`config.mk`:
```
export PLATFORM = sky130hd
export DESIGN_NAME = rv64g_l2_probe_ctrl
export DESIGN_NICKNAME = d
export VERILOG_FILES = /design/src/rtl/rv64g_l2_pkg.sv /design/src/rtl/rv64g_l2_prio_enc.sv /design/src/rtl/rv64g_l2_probe_ctrl.sv
export SDC_FILE = /design/constraint.sdc
export NUM_CORES = 1
export LEC_CHECK = 0
export CAP_MARGIN = 15
export CORE_MARGIN = 2
export CORE_UTILIZATION = 43
export CTS_CLUSTER_SIZE = 12
export DETAILED_ROUTE_END_ITERATION = 6
export PLACE_DENSITY = 0.82
export SYNTH_ARGS = -nofsm -noshare
export SYNTH_HDL_FRONTEND = slang
export SYNTH_SLANG_ARGS = --single-unit
```
`constraint.sdc`:
```
create_clock -name clk -period 3.2 [get_ports clk]
set_input_delay 0.48 -clock clk [delete_from_list [all_inputs] [get_ports clk]]
set_output_delay 0.48 -clock clk [all_outputs]
set_load 0.02 [all_outputs]
```
`src/rtl/rv64g_l2_pkg.sv`:
```
// Shared L2 definitions: TileLink probe caps, probe controller FSM states and
// the core-index width helper.
package rv64g_l2_pkg;

  localparam logic [1:0] TL_CAP_TOT = 2'd0;
  localparam logic [1:0] TL_CAP_TOB = 2'd1;
  localparam logic [1:0] TL_CAP_TON = 2'd2;

  typedef enum logic [1:0] {
    StIdle,
    StIssue,
    StWait,
    StDone
  } probe_state_e;

  // Index width for n clients, never narrower than one bit.
  function automatic int unsigned core_w(input int unsigned n);
    return (n > 1) ? $clog2(n) : 1;
  endfunction

endpackage

```
`src/rtl/rv64g_l2_prio_enc.sv`:
```
// Lowest-set-bit priority encoder with an any-bit-set flag.
module rv64g_l2_prio_enc #(
  parameter int unsigned N     = 4,
  parameter int unsigned IDX_W = 2
) (
  input  logic [N-1:0]     i_vec,
  output logic [IDX_W-1:0] o_idx,
  output logic             o_any
);

  always_comb begin
    o_idx = '0;
    o_any = |i_vec;
    // Scan downwards so the lowest set bit is the last one written.
    for (int i = N - 1; i >= 0; i--) begin
      if (i_vec[i]) o_idx = IDX_W'(i);
    end
  end

endmodule

```
`src/rtl/rv64g_l2_probe_ctrl.sv`:
```
// Probe fan-out/collection between the L2 directory lookup and the MSHR: issues one
// B-channel Probe per sharer, collects C-channel ProbeAcks and pulses done_o at the end.
module rv64g_l2_probe_ctrl
  import rv64g_l2_pkg::*;
#(
  parameter int unsigned ADDR_W = 64,
  parameter int unsigned CORES  = 4,
  parameter int unsigned CORE_W = core_w(CORES)
) (
  input  logic              clk,
  input  logic              rst_n,
  input  logic              start_i,
  input  logic [ADDR_W-1:0] start_addr_i,
  input  logic [CORES-1:0]  start_mask_i,
  input  logic [1:0]        start_cap_i,
  output logic              busy_o,
  output logic              set_probes_o,
  output logic [CORES-1:0]  probes_mask_o,
  output logic              b_valid_o,
  input  logic              b_ready_i,
  output logic [CORE_W-1:0] b_core_o,
  output logic [ADDR_W-1:0] b_addr_o,
  output logic [1:0]        b_cap_o,
  input  logic              c_valid_i,
  output logic              c_ready_o,
  input  logic [CORE_W-1:0] c_core_i,
  input  logic [ADDR_W-1:0] c_addr_i,
  input  logic              c_has_data_i,
  output logic              probe_ack_o,
  output logic [CORE_W-1:0] probe_ack_id_o,
  output logic              dirty_o,
  output logic              err_o,
  output logic              done_o
);

  probe_state_e      r_state;
  logic [ADDR_W-1:0] r_addr;
  logic [CORES-1:0]  r_mask;
  logic [1:0]        r_cap;
  logic [CORES-1:0]  r_to_issue;
  logic [CORES-1:0]  r_ack_pend;
  logic              r_set_probes;
  logic              r_probe_ack;
  logic [CORE_W-1:0] r_probe_ack_id;
  logic              r_dirty;
  logic              r_err;
  logic              r_done;

  logic [CORE_W-1:0] w_enc_idx;
  logic              w_enc_any;
  logic [CORES-1:0]  w_b_sel;
  logic [CORES-1:0]  w_c_sel;
  logic              w_b_fire;
  logic              w_c_fire;
  logic              w_c_ok;
  logic [CORES-1:0]  w_to_issue_nxt;
  logic [CORES-1:0]  w_ack_pend_nxt;

  rv64g_l2_prio_enc #(
    .N     (CORES),
    .IDX_W (CORE_W)
  ) u_prio_enc (
    .i_vec (r_to_issue),
    .o_idx (w_enc_idx),
    .o_any (w_enc_any)
  );

  // One-hot selects; an out-of-range core index shifts out to zero and never matches.
  assign w_b_sel  = CORES'(1) << w_enc_idx;
  assign w_c_sel  = CORES'(1) << c_core_i;
  assign w_b_fire = (r_state == StIssue) && w_enc_any && b_ready_i;
  assign w_c_fire = c_valid_i && ((r_state == StIssue) || (r_state == StWait));
  assign w_c_ok   = w_c_fire && (|(w_c_sel & r_ack_pend & ~r_to_issue)) && (c_addr_i == r_addr);

  assign w_to_issue_nxt = w_b_fire ? (r_to_issue & ~w_b_sel) : r_to_issue;
  assign w_ack_pend_nxt = w_c_ok ? (r_ack_pend & ~w_c_sel) : r_ack_pend;

  always_ff @(posedge clk) begin
    if (!rst_n) begin
      r_state        <= StIdle;
      r_addr         <= '0;
      r_mask         <= '0;
      r_cap          <= '0;
      r_to_issue     <= '0;
      r_ack_pend     <= '0;
      r_set_probes   <= 1'b0;
      r_probe_ack    <= 1'b0;
      r_probe_ack_id <= '0;
      r_dirty        <= 1'b0;
      r_err          <= 1'b0;
      r_done         <= 1'b0;
    end else begin
      r_set_probes   <= 1'b0;
      r_done         <= 1'b0;
      r_probe_ack    <= w_c_ok;
      r_probe_ack_id <= w_c_ok ? c_core_i : '0;
      if (w_c_ok && c_has_data_i) r_dirty <= 1'b1;
      if (w_c_fire && !w_c_ok)    r_err   <= 1'b1;
      case (r_state)
        StIdle: begin
          if (start_i) begin
            r_addr     <= start_addr_i;
            r_mask     <= start_mask_i;
            r_cap      <= start_cap_i;
            r_to_issue <= start_mask_i;
            r_ack_pend <= start_mask_i;
            r_dirty    <= 1'b0;
            r_err      <= 1'b0;
            if (start_mask_i == '0) begin
              r_state <= StDone;
              r_done  <= 1'b1;
            end else begin
              r_state      <= StIssue;
              r_set_probes <= 1'b1;
            end
          end
        end
        StIssue: begin
          r_to_issue <= w_to_issue_nxt;
          r_ack_pend <= w_ack_pend_nxt;
          if (w_to_issue_nxt == '0) begin
            if (w_ack_pend_nxt == '0) begin
              r_state <= StDone;
              r_done  <= 1'b1;
            end else begin
              r_state <= StWait;
            end
          end
        end
        StWait: begin
          r_ack_pend <= w_ack_pend_nxt;
          // Jumping straight to DONE lines done_o up with the last probe_ack_o pulse.
          if (w_ack_pend_nxt == '0) begin
            r_state <= StDone;
            r_done  <= 1'b1;
          end
        end
        StDone:  r_state <= StIdle;
        default: r_state <= StIdle;
      endcase
    end
  end

  assign busy_o         = (r_state != StIdle);
  assign c_ready_o      = busy_o;
  assign set_probes_o   = r_set_probes;
  assign probes_mask_o  = r_mask;
  assign probe_ack_o    = r_probe_ack;
  assign probe_ack_id_o = r_probe_ack_id;
  assign dirty_o        = r_dirty;
  assign err_o          = r_err;
  assign done_o         = r_done;

  assign b_valid_o = (r_state == StIssue) && w_enc_any;
  assign b_core_o  = b_valid_o ? w_enc_idx : '0;
  assign b_addr_o  = b_valid_o ? r_addr : '0;
  assign b_cap_o   = b_valid_o ? r_cap : '0;

endmodule

```
==> run_results.csv <==
group,metric,value,unit
clocking,root_buffer,"clkbuf_16",
worst_setup_path,reg2reg_setup_slack,0.41,ns
logic_synthesis,synth_top_area_share,0.340,
floorplan,start_util,0.445,
logic_synthesis,ys_seq_area_frac,0.340,
logic_synthesis,synthesis.nets,817,
pwr,vdd_drop_max,348,µV
routing,avgRoutedWirePerCell,18.8,µm
clocking,cts-resized-gates,0,
cells_and_area,final_area,0.00781,mm²
timing,slew_viol_final,0,
logic_synthesis,synth_cell_types,48,
logic_synthesis,ys_seq_elements,87,
floorplan,coreArea,0.0115,mm²
clocking,clkTransAtPathRegs,0.07,ns
timing,setup_tns,0,ns
clocking,cts-htree-levels,3,
routing,viasPerCell,5.41,
clocking,cts-hold-fix-buffers,0,
logic_synthesis,synth_most_common_cell,"nand2_1",
worst_hold_path,hp-start,"r_cap[1]",
routing,vias,5552,
floorplan,die_y,113,µm
place,place_hpwl,14900,µm
grt,grt_pass1_wl,30100,µm
timing,worst_slew_pin_slew,0.856,ns
grt,gr-usage-all-layers,0.298,
logic_synthesis,ys_top_cells_by_count,"nand2_1, dfxtp_1, a21boi_0",
worst_setup_path,worstSetupStartpointType,"input pin",
floorplan,die_w,113,µm
logic_synthesis,synth-edff-count,0,
cells_and_area,drive_gt1_frac,0.0396,
cells_and_area,antenna_cells,0,
floorplan,die-area,0.0128,mm²
worst_setup_path,end_kind,"register",
timing,maxSlewHeadroom,0.429,
clocking,numCtsBuffers,9,
clocking,insertion_delay,0.34,ns
cells_and_area,area_growth,52.4,%
routing,drt_wl_total,19300,µm
worst_setup_path,r2r-end,"r_ack_pend[2]",
cells_and_area,multi_input_area,0.00319,mm²
pwr,power,4.33,mW
worst_hold_path,hold_path_class,"register to register",
place,portBuffers,223,
timing,grt_setup_unrepaired,"false",
cells_and_area,register_area,0.00174,mm²
routing,drtPass1Iterations,7,
timing,timing.hold.ws,0.471,ns
logic_synthesis,ys.flop_type,"dfxtp_1",
timing,final.min_clock_period,2.84,ns
timing,fin_ws,0.359,ns
routing,final_antenna_net_count,0,
pwr,powerDensity,554,mW/mm²
floorplan,rows,39,
timing,hold_viol,0,
outcome,outcome,"complete, but fails checks",
cells_and_area,nFillCells,959,
grt,grt-ovfl-total,0,
grt,grt_pass1_vias,5550,
timing,fin_crit_sh,0.888,
clocking,cts_sinks,87,
place,dp_slack,0.174,ns
logic_synthesis,syn_area,0.00512,mm²
routing,drtIter0Drc,461,
worst_setup_path,worstRegToRegCells,10,
clocking,post_cts_buffers,0,
logic_synthesis,synth.area.top_cells,"dfxtp_1, nand2_1, a21boi_0",
logic_synthesis,avgSynthCellArea,7.63,µm²
grt,antenna_found_initial,0,
place,dpl-instance-area,0.00751,mm²
worst_setup_path,critPathKind,"input pin to register",
floorplan,ios,224,
pwr,leakage,2.92,nW
cells_and_area,final_cells,1026,
routing,drc,19,
worst_setup_path,timing.rr.start,"r_state[0]",
worst_setup_path,worst-path-max-fanout,5,
logic_synthesis,async_flop_share,0,
timing,max_freq,0.352,GHz
cells_and_area,final_core_util,0.678,
worst_hold_path,hold_path_depth,2,
logic_synthesis,netlist_instances,671,
timing,setup_viol,0,
flow_run,timing.max_cap.violations,0,
logic_synthesis,yosys_warnings,0,
cells_and_area,finalNetCount,1024,
grt,grt_max_degree,53,
worst_hold_path,worstHoldEndpoint,"r_cap[1]",
outcome,violations,"design-rule violations",
worst_setup_path,critical_path_required,3.43,ns
place,gp_congestion,0.884,
place,dp.cells,1010,
clocking,clk_path_buf_depth,2,
clocking,cts_tree,"yes",
timing,clock_skew,0.00730,ns
logic_synthesis,yosysTopAreaCell,"dfxtp_1",
worst_setup_path,arrival,3.07,ns
-- kinds of logic after synthesis --
family / share of synthesized area
compound gates: 0.171
xor+xnor: 0.0752
fa+ha+maj: 0.0117
buf+inv: 0.0398
flops: 0.340
mux: 0.00220
simple gates: 0.360
-- cell usage in the layout (no fill, tap or decap), types with 2 or more instances in the layout --
cell	count
xor2_1	33
inv_1	17
a41oi_1	2
buf_12	3
nand3b_1	3
nor4b_1	2
clkinv_2	3
a21boi_0	74
nor4_1	28
buf_4	6
o21ai_1	3
a21boi_1	4
clkinvlp_4	2
a22oi_1	2
xnor2_1	11
nor3_1	12
nor2b_1	42
a2111oi_0	5
and2_1	67
dfxtp_1	87
ha_1	4
nand4_1	13
a21oi_1	7
nor2_1	15
clkdlybuf4s50_1	222
o31a_1	4
nand2b_1	3
o21ai_0	9
nor3b_1	2
nand3_1	5
nand2_1	158
clkbuf_16	9
-- routing by layer --
| layer | up-vias | global-route usage | wire length (µm) |
|---|---|---|---|
| met5 | - | 0 | 0 |
| met4 | 0 | 0.0943 | 448 |
| met3 | 33 | 0.0482 | 1490 |
| met2 | 266 | 0.508 | 9180 |
| met1 | 2586 | 0.386 | 8170 |
| li1 | 2667 | - | - |
-- state kept, by name (all words and copies together) (netlist names) --
name and count:
r_state 2, done_o 1, r_ack_pend 4, probe_ack_o 1, dirty_o 1, probes_mask_o 4, r_addr 64, r_to_issue 4
set_probes_o 1, r_cap 2, err_o 1, probe_ack_id_o 2
-- report_power, final --
part	switching [mW]	total, mW	internal (mW)	leakage [nW]
Combinational	1.04	1.81	0.775	2.06
Clock	0.440	1.06	0.622	0.144
Sequential	0.184	1.45	1.27	0.713
Total	1.66	4.33	2.67	2.92
-- cell type report --
type,instances,share of cell area
multi-input combinational,531,0.409
timing repair buffer,232,0.299
clock buffer,10,0.0306
inverter,17,0.00817
tap,143,0.0229
sequential,87,0.223
clock inverter,6,0.00769
-- worst max path at each step --
| stage | to | from | slack, ns | depth (start not counted) |
|---|---|---|---|---|
| 2_1_floorplan | r_ack_pend[0] | r_state[0] | 0.74 | 11 |
| 3_3_place_gp | r_ack_pend[3] | c_addr_i[32] | 0.22 | 9 |
| 3_5_place_dp | r_state[0] | c_addr_i[32] | 0.17 | 9 |
| 4_1_cts | b_addr_o[26] | r_state[1] | 0.36 | 6 |
| 5_1_grt | r_ack_pend[2] | c_addr_i[32] | 0.04 | 9 |
| 6_report | r_ack_pend[2] | c_addr_i[16] | 0.36 | 9 |
-- worst max-delay path: stages --
cell and delay, ns:
clkdlybuf4s50_1 0.48, nor2b_1 0.08, a2111oi_0 0.62, nand4_1 0.24, nor4_4 0.35, nand3_1 0.25, o31a_1 0.31, o21ai_1 0.16
a21boi_1 0.08
No activity file was read; power rests on OpenSTA's default activity.
